### src/rtl/noc_arb_pkg.sv
// Package: noc_arb_pkg
// Shared types and helpers for the NoC arbiters.
//  - arb_state_t    : packet-arbiter state (idle / holding a grant)
//  - rr_rotate_pick : loop-based rotating-priority pick, for reuse in the
//                     input-VC arbiter. It handles up to RR_MAX_N requesters,
//                     and the live count is passed in n.
package noc_arb_pkg;

  typedef enum logic {
    ARB_IDLE = 1'b0,
    ARB_HOLD = 1'b1
  } arb_state_t;

  localparam int unsigned RR_MAX_N = 32;
  localparam int unsigned RR_MAX_W = $clog2(RR_MAX_N);

  typedef struct packed {
    logic                any;
    logic [RR_MAX_W-1:0] idx;
  } rr_pick_t;

  // The search starts at ptr and wraps modulo n. This requires ptr < n.
  function automatic rr_pick_t rr_rotate_pick(
    input logic [RR_MAX_N-1:0] req,
    input int unsigned         n,
    input int unsigned         ptr
  );
    rr_pick_t    r;
    int unsigned k;
    r = '0;
    for (int unsigned i = 0; i < RR_MAX_N; i++) begin
      if ((i < n) && !r.any) begin
        k = ptr + i;
        if (k >= n) k = k - n;
        if (req[k]) begin
          r.any = 1'b1;
          r.idx = RR_MAX_W'(k);
        end
      end
    end
    return r;
  endfunction

endpackage

### src/rtl/noc_rr_pick.sv
// Module: noc_rr_pick
// Combinational rotating-priority picker. The winner is the first requester
// at or after ptr, wrapping modulo N_REQ.
// Ports:
//  req [N_REQ]  in   request vector
//  ptr [IDX_W]  in   highest-priority index (must be < N_REQ)
//  any          out  at least one request present
//  idx [IDX_W]  out  winning index (0 when no request)
module noc_rr_pick #(
  parameter int unsigned N_REQ = 4,
  parameter int unsigned IDX_W = $clog2(N_REQ)
) (
  input  logic [N_REQ-1:0] req,
  input  logic [IDX_W-1:0] ptr,
  output logic             any,
  output logic [IDX_W-1:0] idx
);

  logic [2*N_REQ-1:0] dbl;
  logic [2*N_REQ-1:0] low_mask;
  logic [2*N_REQ-1:0] masked;
  logic               found;

  // The request vector is duplicated, and bits below ptr are masked off.
  // The first set bit of the result is the wrapped winner. This avoids
  // aliasing when N_REQ is not a power of two.
  always_comb begin
    dbl      = {req, req};
    low_mask = '0;
    for (int unsigned i = 0; i < 2 * N_REQ; i++) begin
      low_mask[i] = (i >= 32'(ptr));
    end
    masked = dbl & low_mask;
    any    = |req;
    found  = 1'b0;
    idx    = '0;
    for (int unsigned i = 0; i < 2 * N_REQ; i++) begin
      if (!found && masked[i]) begin
        found = 1'b1;
        idx   = (i >= N_REQ) ? IDX_W'(i - N_REQ) : IDX_W'(i);
      end
    end
  end

endmodule

### src/rtl/noc_rr_pkt_arb.sv
// Module: noc_rr_pkt_arb
// Packet-level round-robin arbiter for a switch output port. A grant is
// registered, and it is held from the head flit to the tail flit. The
// rotating pointer moves past the winner when the packet is released.
// Optional feature: define ARB_WEIGHT_EN to enable per-requester credits
// (WEIGHTS). A credit lets a port send several consecutive packets.
// Ports:
//  clk          in   clock, rising edge
//  reset        in   asynchronous reset, active-low
//  req[N]       in   requester i has a flit pending
//  req_tail[N]  in   requester i's current flit is a tail
//  out_ready    in   downstream accepts the granted flit
//  lock         in   suppress new arbitration; an existing grant continues
//  grant[N]     out  one-hot registered grant, or zero
//  grant_idx    out  binary index of grant (0 when idle)
//  grant_valid  out  |grant
module noc_rr_pkt_arb
  import noc_arb_pkg::*;
#(
  parameter int unsigned           N_REQ   = 4,
  parameter int unsigned           IDX_W   = $clog2(N_REQ),
  parameter int unsigned           WT_W    = 3,
  parameter logic [N_REQ*WT_W-1:0] WEIGHTS = {N_REQ{3'd1}}
) (
  input  logic             clk,
  input  logic             reset,
  input  logic [N_REQ-1:0] req,
  input  logic [N_REQ-1:0] req_tail,
  input  logic             out_ready,
  input  logic             lock,
  output logic [N_REQ-1:0] grant,
  output logic [IDX_W-1:0] grant_idx,
  output logic             grant_valid
);

  arb_state_t       state_q, state_d;
  logic [N_REQ-1:0] grant_q, grant_d;
  logic [IDX_W-1:0] idx_q, idx_d;
  logic [IDX_W-1:0] ptr_q, ptr_d;
  logic [IDX_W-1:0] idx_inc;
  logic [IDX_W-1:0] pick_ptr;
  logic [IDX_W-1:0] pick_idx;
  logic             pick_any;
  logic             xfer;
  logic             rel;
  logic             keep;

  assign grant       = grant_q;
  assign grant_idx   = idx_q;
  assign grant_valid = (state_q == ARB_HOLD);

  assign xfer    = grant_valid & req[idx_q] & out_ready;
  assign rel     = xfer & req_tail[idx_q];
  assign idx_inc = (idx_q == IDX_W'(N_REQ - 1)) ? '0 : idx_q + IDX_W'(1);

  // On a release, arbitration uses the pointer that is about to be stored.
  // This lets back-to-back packets proceed without an idle cycle.
  assign pick_ptr = rel ? idx_inc : ptr_q;

  noc_rr_pick #(
    .N_REQ (N_REQ),
    .IDX_W (IDX_W)
  ) u_pick (
    .req (req),
    .ptr (pick_ptr),
    .any (pick_any),
    .idx (pick_idx)
  );

`ifdef ARB_WEIGHT_EN
  logic [WT_W-1:0] credit_q [N_REQ];

  function automatic logic [WT_W-1:0] weight_of(input logic [IDX_W-1:0] i);
    logic [WT_W-1:0] w;
    w = WEIGHTS[32'(i) * WT_W +: WT_W];
    return (w == '0) ? WT_W'(1) : w;
  endfunction

  // The port keeps the grant while it still has more than one credit left.
  // In that case the pointer does not move.
  assign keep = (credit_q[idx_q] > WT_W'(1)) & req[idx_q] & ~lock;

  always_ff @(posedge clk or negedge reset) begin
    if (!reset) begin
      for (int unsigned i = 0; i < N_REQ; i++) begin
        credit_q[i] <= weight_of(IDX_W'(i));
      end
    end else if (rel) begin
      if (keep) credit_q[idx_q] <= credit_q[idx_q] - WT_W'(1);
      else      credit_q[idx_q] <= weight_of(idx_q);
    end
  end
`else
  logic unused_weights;
  assign unused_weights = ^WEIGHTS;
  assign keep = 1'b0;
`endif

  always_comb begin
    state_d = state_q;
    grant_d = grant_q;
    idx_d   = idx_q;
    ptr_d   = ptr_q;
    case (state_q)
      ARB_IDLE: begin
        if (pick_any && !lock) begin
          state_d = ARB_HOLD;
          grant_d = N_REQ'(1) << pick_idx;
          idx_d   = pick_idx;
        end
      end
      ARB_HOLD: begin
        if (rel && !keep) begin
          ptr_d = idx_inc;
          if (pick_any && !lock) begin
            grant_d = N_REQ'(1) << pick_idx;
            idx_d   = pick_idx;
          end else begin
            state_d = ARB_IDLE;
            grant_d = '0;
            idx_d   = '0;
          end
        end
      end
      default: begin
        state_d = ARB_IDLE;
        grant_d = '0;
        idx_d   = '0;
      end
    endcase
  end

  always_ff @(posedge clk or negedge reset) begin
    if (!reset) begin
      state_q <= ARB_IDLE;
      grant_q <= '0;
      idx_q   <= '0;
      ptr_q   <= '0;
    end else begin
      state_q <= state_d;
      grant_q <= grant_d;
      idx_q   <= idx_d;
      ptr_q   <= ptr_d;
    end
  end

endmodule

### config.mk
export PLATFORM = sky130hd
export DESIGN_NAME = noc_rr_pkt_arb
export DESIGN_NICKNAME = d
export VERILOG_FILES = /design/src/rtl/noc_arb_pkg.sv /design/src/rtl/noc_rr_pick.sv /design/src/rtl/noc_rr_pkt_arb.sv
export SDC_FILE = /design/constraint.sdc
export NUM_CORES = 1
export LEC_CHECK = 0
export ABC_CLOCK_PERIOD_IN_PS = 8200
export BUFFER_PORTS_ARGS = -buffer_cell sky130_fd_sc_hd__buf_2
export CAP_MARGIN = 10
export CORE_MARGIN = 2
export CORE_UTILIZATION = 47
export CTS_BUF_LIST = sky130_fd_sc_hd__clkbuf_8
export CTS_CLUSTER_DIAMETER = 200
export CTS_CLUSTER_SIZE = 28
export DETAILED_ROUTE_END_ITERATION = 12
export HOLD_SLACK_MARGIN = 0.06
export PLACE_DENSITY = 0.8
export SYNTH_ARGS = -nofsm -noshare
export SYNTH_HDL_FRONTEND = slang
export SYNTH_HIERARCHICAL = 1
export SYNTH_SLANG_ARGS = --single-unit
### constraint.sdc
create_clock -name clk -period 8.2 [get_ports clk]
set_clock_uncertainty 0.05 [all_clocks]
set_input_delay 0.82 -clock clk [delete_from_list [all_inputs] [get_ports clk]]
set_output_delay 0.82 -clock clk [all_outputs]
set_load 0.005 [all_outputs]
==> results of run 1 <==
metal layers:
layer	wire [um]	GRT usage [%]
met5	0	0
met4	17	8.75
met3	84	4.31
met2	648	24.6
met1	755	26.1
through the flow:
step                utilization (%)  instances  hold slack [ps]  worst slack, ps  total power, mW
global route                   62.5        110              384             4310            0.291
CTS                            62.5        110              387             4620            0.269
finish                         62.5        110              378             4600            0.268
global placement               59.1        106              434             4470            0.214
floorplan                         -         75              423             4900            0.181
detailed placement             59.1        106              443             4390            0.218
sequential cells by signal (all words and copies together), names as in the netlist:
signal	cells
grant_valid	1
ptr_q	2
grant	4
grant_idx	2
cell type report:
cell class / instances / area, sq um / share of cell area (%)
clock buffers: 3 / 41.3 / 4.90
clock inverters: 1 / 3.75 / 0.445
inverters: 2 / 7.51 / 0.890
multi-input cells: 62 / 457 / 54.2
flip-flops and latches: 9 / 225 / 26.7
well taps: 15 / 18.8 / 2.23
repair buffers: 18 / 90.1 / 10.7
layout by cell type (no fill, tap or decap), drive strengths merged, types with 4 or more instances in the layout:
cell type | Yosys | layout
a211o | 5 | 5
a21oi | 7 | 7
buf | 1 | 18
dfrtp | 9 | 9
mux2 | 4 | 4
nand2 | 6 | 6
nand2b | 6 | 6
nor2 | 4 | 4
worst max-delay path by stage:
stage,startpoint,end,cells past startpoint
2_1_floorplan,req_tail[2],grant[2],11
3_3_place_gp,req[2],grant[2],12
3_5_place_dp,req[2],grant[2],12
4_1_cts,req[2],grant[2],12
5_1_grt,req[2],grant[0],12
6_report,req[2],grant[2],12
where the power goes:
| part | total (mW) | switching (mW) | internal (mW) |
|---|---|---|---|
| logic | 0.136 | 0.0677 | 0.0681 |
| registers | 0.0825 | 0.0205 | 0.0620 |
| clock network | 0.0494 | 0.0168 | 0.0325 |
worst max-delay path, delay by kind of cell:
| family | cells | cell delay [ps] |
|---|---|---|
| buffers and inverters | 1 | 120 |
| AOI/OAI and AO/OA | 4 | 1360 |
| and+or+nand+nor | 5 | 750 |
| muxes | 2 | 630 |
kinds of logic (layout without fill, tap and decap cells):
kind of cell             after synthesis  after routing
flip-flops                             9              9
adder cells (fa/ha/maj)                1              1
AND/OR/NAND/NOR                       30             30
buffers and inverters                  4             24
multiplexers                           6              6
AO/OA/AOI/OAI                         25             25
==> results by group, run 1 <==
Timing
  • Slew headroom: between 40 and 50%
  • # setup viols final: 0
  • Final period utilization: 43.9%
  • Total Neg Setup Slack: 0 ps
  • Worst-Margin Slew: roughly 880 ps
  • Max-slew violations: 0
  • Tmin final: 3600 ps
  • Final hold viol count: 0
  • Fmax: around 280 MHz
  • RSZ-0062 raised after global routing: no

Synthesis
  • Synth Cell Area: 697 sq um
  • Most numerous cell in the Yosys netlist: dfrtp_1
  • Synth area leaders: dfrtp_1 32%, a211o_1 5.0%, a21oi_1 5.0%
  • Netlist cell types: 36
  • Top FF cell, synth: dfrtp_1
  • Asr flop ratio synth: between 90% and 100%
  • Yosys top cell by area: dfrtp_1
  • Post-synth EDFFs: 0
  • Synth Area in Compound Gates: 28.2%
  • Post-Synth Simple-Gate Area: around a quarter
  • Synth warn: 6
  • Register area share after synthesis: between 30% and 40%
  • Syn_area_per_cell: just over 9 sq um
  • Largest family of logic cells by synthesized area: compound AO/OA/AOI/OAI gates
  • Adder-Cell Fraction of Synth Area: approximately 1.8%
  • Synth top cells by count: 9 x dfrtp_1, 7 x a21oi_1, 6 x nand2_1, 5 x nand2b_1
  • Net count after synthesis: slightly below 90
  • Yosys reg bits: 9
  • Synth Area in XOR/XNOR: 0%
  • Syn Inst Count: 75
  • Mux contribution to synthesized area: around a tenth
  • Yosys top cell area share: roughly a third

Critical path
  • Critical path's slowest cell: a311oi_1
  • Register-to-Register Path Depth: 10
  • CP Capture Type: register
  • Cell Chain, Critical Path: buf_2 > nand2_1 > o211a_2 > nor3b_4 > mux2_1 > mux2i_1 > nor2_1 > a311oi_1 > nand2b_1 > or2_2 > a21oi_1 > a211o_1
  • Reg-to-reg critical path endpoint: grant[2]
  • Flop2flop setup slack: 4800 ps
  • Crit Path Max Fanout: 7
  • CP required: 8270 ps
  • Worst setup SP type: input pin
  • CP Class: input pin to register
  • Maximum single-stage delay on the critical path: 730 ps
  • R2R Path Start: grant_idx[0]
  • Critical path arrival: around 3700 ps

CTS
  • Number of cells upsized or downsized after cts: 0
  • Post-CTS Hold Buffers: 0
  • Max H-tree Level: 1
  • Worst-Skew Late Latency: roughly 230 ps
  • Reg clk slew, reported paths: around 40 ps
  • Total clock sinks: 9
  • CTS tree: done
  • Max Root-Sink Buffers: 2
  • Post-CTS setup buffers: 0
  • CTS buffer count: 3
  • CTS root buf: clkbuf_8

Power and ir drop
  • Peak VDD IR: around 0.18 mV
  • PwrDens: around 320 nW/um^2
  • Leakage: a little under 0.4 nW

Flow run
  • Max Cap Viol: 0

Placed design
  • Port bufs: 18
  • DP HPWL: 1.14 mm
  • Area post-placement: ~800 sq um
  • Gpl congestion: around 0.77

Floorplan
  • # rows: 13
  • Die Height: about 43 um
  • Core Box Area: about 1400 sq um
  • Die area: approximately 1800 sq um
  • I/O pin cnt: 19
  • Initial Util: about half
  • Die X: between 40 and 50 um

Run status
  • Outcome: finished, final reports clean

Worst hold path
  • Hold Crit Class: input pin to asynchronous set/reset pin

Global routing
  • Remaining Overflow, GRT: 0
  • Largest net degree at the start of global routing: 12
  • Vias in the first global route: between 500 and 600
  • Global-route wire length before repair: between 2 and 2.5 mm
  • Gr usage total: between 10% and 20%
  • Antenna violations before repair: 0

Detailed routing
  • DRT iter0 DRCs: 14
  • Number of nets with antenna violations after routing: 0
  • Total wire length: ~1.5 mm
  • Routed len/inst: 13.7 um
  • DRC violations left: 0
  • Initial DRT Pass Iterations: 4
  • Drt via density: a little under 6
  • Via count: about 650

Layout
  • Finished Cell Area: around 840 sq um
  • Nets@finish: 109
  • Layout cells sized above 1: between 30% and 40%
  • Antenna cells: 0
  • Area Overhead vs Synth: 21.0%
  • # fillers: between 100 and 150
No activity file was read; power rests on OpenSTA's default activity.
==> run 2, diff against run 1 <==
--- a/config.mk
+++ b/config.mk
@@ -5,7 +5,7 @@
 export SDC_FILE = /design/constraint.sdc
 export NUM_CORES = 1
 export LEC_CHECK = 0
-export ABC_CLOCK_PERIOD_IN_PS = 8200
+export ABC_CLOCK_PERIOD_IN_PS = 3000
 export BUFFER_PORTS_ARGS = -buffer_cell sky130_fd_sc_hd__buf_2
 export CAP_MARGIN = 10
 export CORE_MARGIN = 2
@@ -15,7 +15,7 @@
 export CTS_CLUSTER_SIZE = 28
 export DETAILED_ROUTE_END_ITERATION = 12
 export HOLD_SLACK_MARGIN = 0.06
-export PLACE_DENSITY = 0.8
+export PLACE_DENSITY = 0.83
 export SYNTH_ARGS = -nofsm -noshare
 export SYNTH_HDL_FRONTEND = slang
 export SYNTH_HIERARCHICAL = 1
==> constraint.sdc (replaced) <==
create_clock -name clk -period 3 [get_ports clk]
set_clock_uncertainty 0.05 [all_clocks]
set_input_delay 0.3 -clock clk [delete_from_list [all_inputs] [get_ports clk]]
set_output_delay 0.3 -clock clk [all_outputs]
set_load 0.005 [all_outputs]
==> run 2 against run 1 <==
Compared with the run above: die area is the same; combinational power grew to 3.2 times the previous value; highest routed layer unchanged; wire length grew 15%.
==> results by group, run 2 (synthesis results as in run 1) <==
Run status
  • Outcome: finished, final reports clean (unchanged)

Power and ir drop
  • Sequential power share: 27.9% (was 30.8%)
  • Tot Pwr: 0.781 mW (was 0.268 mW)
  • Net switching power: 0.305 mW (was 0.105 mW)
  • Logic gate share of total power: 55.3% (was 50.7%)
  • Peak VDD IR: 0.497 mV (was 0.180 mV)
  • PwrDens: 877 nW/um^2 (was 317 nW/um^2)
  • Clock share of power: 16.8% (was 18.4%)
  • Leakage: 0.416 nW (was 0.395 nW)
  • Sw frac: 39.0% (was 39.3%)
  • Internal: 0.476 mW (was 0.163 mW)

Layout
  • Nets@finish: 114 (was 109)
  • # fillers: 118 (was 128)
  • Most common cell after layout, fill and taps aside: buf_2 (unchanged)
  • Register Area: 228 sq um (was 225 sq um)
  • Layout cells sized above 1: 42.0% (was 36.8%)
  • Antenna cells: 0 (unchanged)
  • Area taken by multi-input logic gates: 464 sq um (was 457 sq um)
  • Finished Layout Cells: 115 (was 110)
  • Commonest non-fill, non-tap cells in the layout: 18 x buf_2, 7 x a21oi_1, 7 x dfrtp_1 (was 18 x buf_2, 9 x dfrtp_1, 7 x a21oi_1)
  • Area Overhead vs Synth: 27.8% (was 21.0%)
  • Max reg flops: 4 (unchanged)

Detailed routing
  • Via count: 694 (was 654)
  • Initial DRT Pass Iterations: 4 (unchanged)
  • Number of nets with antenna violations after routing: 0 (unchanged)
  • Routed len/inst: 15.0 um (was 13.7 um)
  • Drt via density: 6.03 (was 5.95)
  • DRT iter0 DRCs: 14 (unchanged)
  • DRC violations left: 0 (unchanged)
  • Total wire length: 1.73 mm (was 1.51 mm)
  • WL met1: 844 um (was 755 um)
  • DR WL met3: 57 um (was 84 um)
  • Highest routed layer: met4 (unchanged)
  • Met2 Wirelength: 818 um (was 648 um)

Timing
  • Total Neg Setup Slack: 0 ps (unchanged)
  • RSZ-0062 raised after global routing: no (unchanged)
  • Final hold viol count: 0 (unchanged)
  • Worst-Margin Slew: 472 ps (was 883 ps)
  • Fmax: 359 MHz
  • Tmin final: between 2000 and 3000 ps
  • Max-slew violations: 0 (unchanged)
  • Final period utilization: roughly 93%
  • # setup viols final: 0 (unchanged)
  • Slew headroom: 68.4% (was 40.7%)

Placed design
  • Gpl congestion: 0.778 (was 0.766)
  • DP HPWL: 1.24 mm (was 1.14 mm)
  • Dpl cells: 109 (was 106)
  • Port bufs: 18 (unchanged)

CTS
  • Reg clk slew, reported paths: 40 ps (about the same)
  • Total clock sinks: 9 (unchanged)
  • Worst-Skew Late Latency: 230 ps (about the same)
  • CTS root buf: clkbuf_8 (unchanged)
  • CTS tree: done (unchanged)
  • CTS buffer count: 3 (unchanged)
  • Max Root-Sink Buffers: 2 (unchanged)
  • Max H-tree Level: 1 (unchanged)

Floorplan
  • # rows: 13 (unchanged)
  • Die X: 42.5 um (unchanged)
  • Core Box Area: 1350 sq um (unchanged)
  • Initial Util: 51.6% (unchanged)
  • Die Height: 42.5 um (unchanged)
  • Die area: 1810 sq um (unchanged)
  • I/O pin cnt: 19 (unchanged)

Global routing
  • Remaining Overflow, GRT: 0 (unchanged)
  • Global-route wire length before repair: 2.86 mm (was 2.41 mm)
  • Largest net degree at the start of global routing: 11 (was 12)
  • Gr usage total: 20.9% (was 18.0%)
  • Vias in the first global route: 669 (was 550)
  • Antenna violations before repair: 0 (unchanged)

Critical path
  • Critical path arrival: 2900 ps (was 3670 ps)
  • Reg-to-reg critical path endpoint: grant[1] (was grant[2])
  • Crit Path Max Fanout: 7 (unchanged)
  • Worst setup SP type: register (was input pin)
  • R2R Path Start: grant_idx[1] (was grant_idx[0])
  • Critical path's slowest cell: dfrtp_2 (was a311oi_1)
  • CP Class: register to register (was input pin to register)
  • Maximum single-stage delay on the critical path: 440 ps (was 730 ps)
  • Flop2flop setup slack: 220 ps (was 4800 ps)
  • CP required: 3120 ps (was 8270 ps)
  • Cell Chain, Critical Path: nand2b_2 > o211ai_4 > nor3b_4 > buf_4 > mux2_2 > inv_1 > a21oi_1 > o2bb2a_1 > nand2b_1 > or2_2 > a21oi_1 > a211o_1 (was buf_2 > nand2_1 > o211a_2 > nor3b_4 > mux2_1 > mux2i_1 > nor2_1 > a311oi_1 > nand2b_1 > or2_2 > a21oi_1 > a211o_1)
  • Register-to-Register Path Depth: 12 (was 10)
  • CP Capture Type: register (unchanged)
  • Most frequent CP cell: a21oi_1

Worst hold path
  • Hold Crit Class: input pin to asynchronous set/reset pin (unchanged)

Flow run
  • Max Cap Viol: 0 (unchanged)
-- run 2: cell types whose count changed in the layout (fill, tap and decap cells not counted), sizes merged --
cell,delta
buf,+3
dlygate4sd3,+1
clkbuf,+1
-- run 2: area by class of cell --
class,instances,share of cell area (%)
repair buffers,23,14.3
well taps,15,2.11
multi-input cells,62,52.1
flip-flops and latches,9,25.6
inverters,2,0.843
clock buffers,3,4.63
clock inverters,1,0.421
-- run 2: stage by stage --
step	utilization, %	hold slack (ps)	cell area [sq um]	setup slack [ps]
2_1_floorplan	-	-45.6	697	42.6
3_3_place_gp	60.8	107	821	128
3_5_place_dp	60.8	107	821	119
4_1_cts	64.9	398	876	87.2
5_1_grt	66.0	406	891	5.15
6_report	66.0	398	891	216
-- run 2: worst max-delay path by stage --
stage	from	to	slack, ps	cells after the start
final	grant_idx[1]	grant[1]	220	12
after global routing	grant_idx[0]	grant[2]	5	12
after CTS	grant_idx[0]	grant[2]	90	11
after detailed placement	grant_idx[0]	grant[2]	120	11
after global placement	grant_idx[0]	grant[2]	130	11
after floorplan	grant_idx[0]	grant[2]	40	10
-- run 2: power by group through the flow --
stage                     registers, mW  logic [mW]  clock network, mW
after floorplan                   0.212       0.283                  0
after global placement            0.214       0.392                  0
after detailed placement          0.218       0.406                  0
after CTS                         0.216       0.410              0.136
after global routing              0.227       0.475              0.145
final                             0.218       0.432              0.131
-- run 2: critical path: cells and delay by family, from the launching register on --
family | cells | cell delay [ps]
AND/OR/NAND/NOR | 4 | 770
buffers and inverters | 2 | 220
AO/OA/AOI/OAI | 5 | 980
multiplexers | 1 | 270
flip-flops | 1 | 440
-- run 2: per-layer routing --
metal	track usage [%]	up-vias
li1	-	339
met1	27.3	333
met2	33.2	20
met3	3.02	2
met4	10.6	0
met5	0	-
-- run 2: what timing repair did --
item,4_1_cts,5_1_grt
gates resized for setup,0,4
hold buffers,1,0
endpoints found under the hold margin,9,0
endpoints found under the setup margin,0,4
buffers inserted,0,1
==> run 3, diff against run 2 <==
--- a/config.mk
+++ b/config.mk
@@ -14,8 +14,10 @@
 export CTS_CLUSTER_DIAMETER = 200
 export CTS_CLUSTER_SIZE = 28
 export DETAILED_ROUTE_END_ITERATION = 12
+export GPL_ROUTABILITY_DRIVEN = 0
 export HOLD_SLACK_MARGIN = 0.06
 export PLACE_DENSITY = 0.83
+export SETUP_SLACK_MARGIN = 0.5
 export SYNTH_ARGS = -nofsm -noshare
 export SYNTH_HDL_FRONTEND = slang
 export SYNTH_HIERARCHICAL = 1
==> run 3 against run 2 <==
Compared with the run above: clock power up 8%; clock-buffer cell count unchanged; combinational power up 70%; critical path type unchanged; largest power group unchanged.
==> results by group, run 3 (synthesis results as in run 1) <==
Run status
  • Outcome: finished, final reports clean (unchanged)

Layout
  • Final core utilization: 83.3% (was 66.0%)
  • Commonest non-fill, non-tap cells in the layout: 18 x buf_2, 14 x buf_4, 7 x dfrtp_1 (was 18 x buf_2, 7 x a21oi_1, 7 x dfrtp_1)
  • Finished Layout Cells: 128 (was 115)
  • Nets@finish: 127 (was 114)
  • Area Overhead vs Synth: 61.4% (was 27.8%)
  • Most common cell after layout, fill and taps aside: buf_2 (unchanged)
  • Antenna cells: 0 (unchanged)
  • Layout cells sized above 1: 63.7% (was 42.0%)
  • Max reg flops: 4 (unchanged)

Detailed routing
  • DRT iter0 DRCs: 37 (was 14)
  • Via count: 829 (was 694)
  • Drt via density: 6.48 (was 6.03)
  • Initial DRT Pass Iterations: 4 (unchanged)
  • Routed len/inst: 20.8 um (was 15.0 um)
  • DRC violations left: 0 (unchanged)
  • Total wire length: 2.66 mm (was 1.73 mm)
  • Number of nets with antenna violations after routing: 0 (unchanged)

Critical path
  • Critical path arrival: 2800 ps (was 2900 ps)
  • CP Capture Type: register (unchanged)
  • Cell Chain, Critical Path: a211o_4 > o211ai_4 > nor3b_4 > buf_4 > buf_6 > mux2_4 > nor2_4 > a311oi_2 > buf_4 > nand2b_4 > or2_2 > a21oi_2 > a211o_1 (was nand2b_2 > o211ai_4 > nor3b_4 > buf_4 > mux2_2 > inv_1 > a21oi_1 > o2bb2a_1 > nand2b_1 > or2_2 > a21oi_1 > a211o_1)
  • Most frequent CP cell: buf_4 (was a21oi_1)
  • Maximum single-stage delay on the critical path: 450 ps (was 440 ps)
  • Crit Path Max Fanout: 6 (was 7)
  • CP top delay family: compound AO/OA/AOI/OAI gates (unchanged)
  • CP required: 3130 ps (was 3120 ps)
  • Bufs and invs on worst path: 3 (was 2)
  • CP Class: register to register (unchanged)
  • Worst setup SP type: register (unchanged)
  • Critical path's slowest cell: dfrtp_2 (unchanged)

Placed design
  • Dpl cells: 108 (was 109)
  • DP HPWL: 1.27 mm (was 1.24 mm)
  • Port bufs: 18 (unchanged)

Timing
  • Slew headroom: 61.5% (was 68.4%)
  • Max-slew violations: 0 (unchanged)
  • Fmax: 374 MHz (was 359 MHz)
  • Final period utilization: 89.1% (was 92.8%)
  • Final hold viol count: 0 (unchanged)
  • Tmin final: 2670 ps (was 2780 ps)
  • RSZ-0062 raised after global routing: yes (was no)
  • # setup viols final: 0 (unchanged)
  • Total Neg Setup Slack: 0 ps (unchanged)
  • Worst-Margin Slew: 577 ps (was 472 ps)

Floorplan
  • Core Box Area: 1350 sq um (unchanged)
  • I/O pin cnt: 19 (unchanged)
  • Die Height: 42.5 um (unchanged)
  • Die X: 42.5 um (unchanged)
  • # rows: 13 (unchanged)
  • Initial Util: 51.6% (unchanged)
  • Die area: 1810 sq um (unchanged)

Power and ir drop
  • Clock share of power: 12.8% (was 16.8%)
  • Peak VDD IR: 0.612 mV (was 0.497 mV)
  • Logic gate share of total power: 66.6% (was 55.3%)
  • Sequential power share: 20.6% (was 27.9%)
  • Net switching power: 0.441 mW (was 0.305 mW)
  • PwrDens: 978 nW/um^2 (was 877 nW/um^2)
  • Tot Pwr: 1.10 mW (was 0.781 mW)
  • Leakage: 0.524 nW (was 0.416 nW)
  • Sw frac: 40.1% (was 39.0%)
  • Internal: 0.659 mW (was 0.476 mW)

Worst hold path
  • Hold Crit Class: input pin to asynchronous set/reset pin (unchanged)

CTS
  • CTS buffer count: 3 (unchanged)
  • CTS tree: done (unchanged)
  • Total clock sinks: 9 (unchanged)
  • CTS root buf: clkbuf_8 (unchanged)
  • Max H-tree Level: 1 (unchanged)
  • Worst-Skew Late Latency: 240 ps (was 230 ps)
  • Max Root-Sink Buffers: 2 (unchanged)
  • Reg clk slew, reported paths: 50 ps (was 40 ps)

Global routing
  • Gr usage total: 26.5% (was 20.9%)
  • Antenna violations before repair: 0 (unchanged)
  • Largest net degree at the start of global routing: 11 (unchanged)
  • Remaining Overflow, GRT: 0 (unchanged)
  • Vias in the first global route: 754 (was 669)
  • Global-route wire length before repair: 3.50 mm (was 2.86 mm)

Flow run
  • Max Cap Viol: 0 (unchanged)
## run 3: worst paths after layout
check,startpoint,to,slack (ps),cells past startpoint
worst max-delay path,grant_idx[1],grant[2],330,13
worst min-delay path,reset,grant[0],400,2
worst max register to register,grant_idx[1],grant[2],330,13
worst min register to register,ptr_q[1],ptr_q[1],460,1
max in group asynchronous,reset,grant_idx[1],2280,2
min in group clk,ptr_q[1],ptr_q[1],460,1
## run 3: final cells by class
class	instances	area (sq um)
Clock inverter	1	3.75
Fill cell	64	225
Multi-Input combinational cell	62	584
Clock buffer	3	41.3
Timing Repair Buffer	36	239
Sequential cell	9	228
Inverter	2	10.0
Tap cell	15	18.8
## run 3: what timing repair did
item                                    4_1_cts  5_1_grt
pin swaps                                     8        8
gates resized for setup                      11       14
setup buffers                                12        3
hold buffers                                  1        0
hold endpoints to repair                      9        0
endpoints found under the setup margin        5        6
## run 3: per-layer routing
metal	global-route usage [%]	part of all wire, %	vias to the layer above	routed length [um]
li1	-	-	362	-
met3	4.31	5.7	10	151
met4	16.3	2.7	0	72
met2	42.5	50	39	1330
met5	0	0	-	0
met1	32.9	42	418	1110
## run 3: metrics by stage
step / hold slack [ps] / instance area (sq um) / setup WS (ps)
after floorplan: -45.6 / 736 / 409
after global placement: 112 / 852 / 343
after detailed placement: 123 / 852 / 223
after CTS: 409 / 1040 / 402
after global routing: 435 / 1120 / 239
final: 404 / 1120 / 327
## run 3: power by group through the flow
| stage | Combinational [mW] | Clock, mW | Sequential (mW) |
|---|---|---|---|
| 5_1_grt | 0.766 | 0.148 | 0.232 |
| 4_1_cts | 0.591 | 0.140 | 0.218 |
| 3_3_place_gp | 0.417 | 0 | 0.223 |
| 2_1_floorplan | 0.316 | 0 | 0.221 |
| 3_5_place_dp | 0.431 | 0 | 0.227 |
| 6_report | 0.733 | 0.141 | 0.226 |
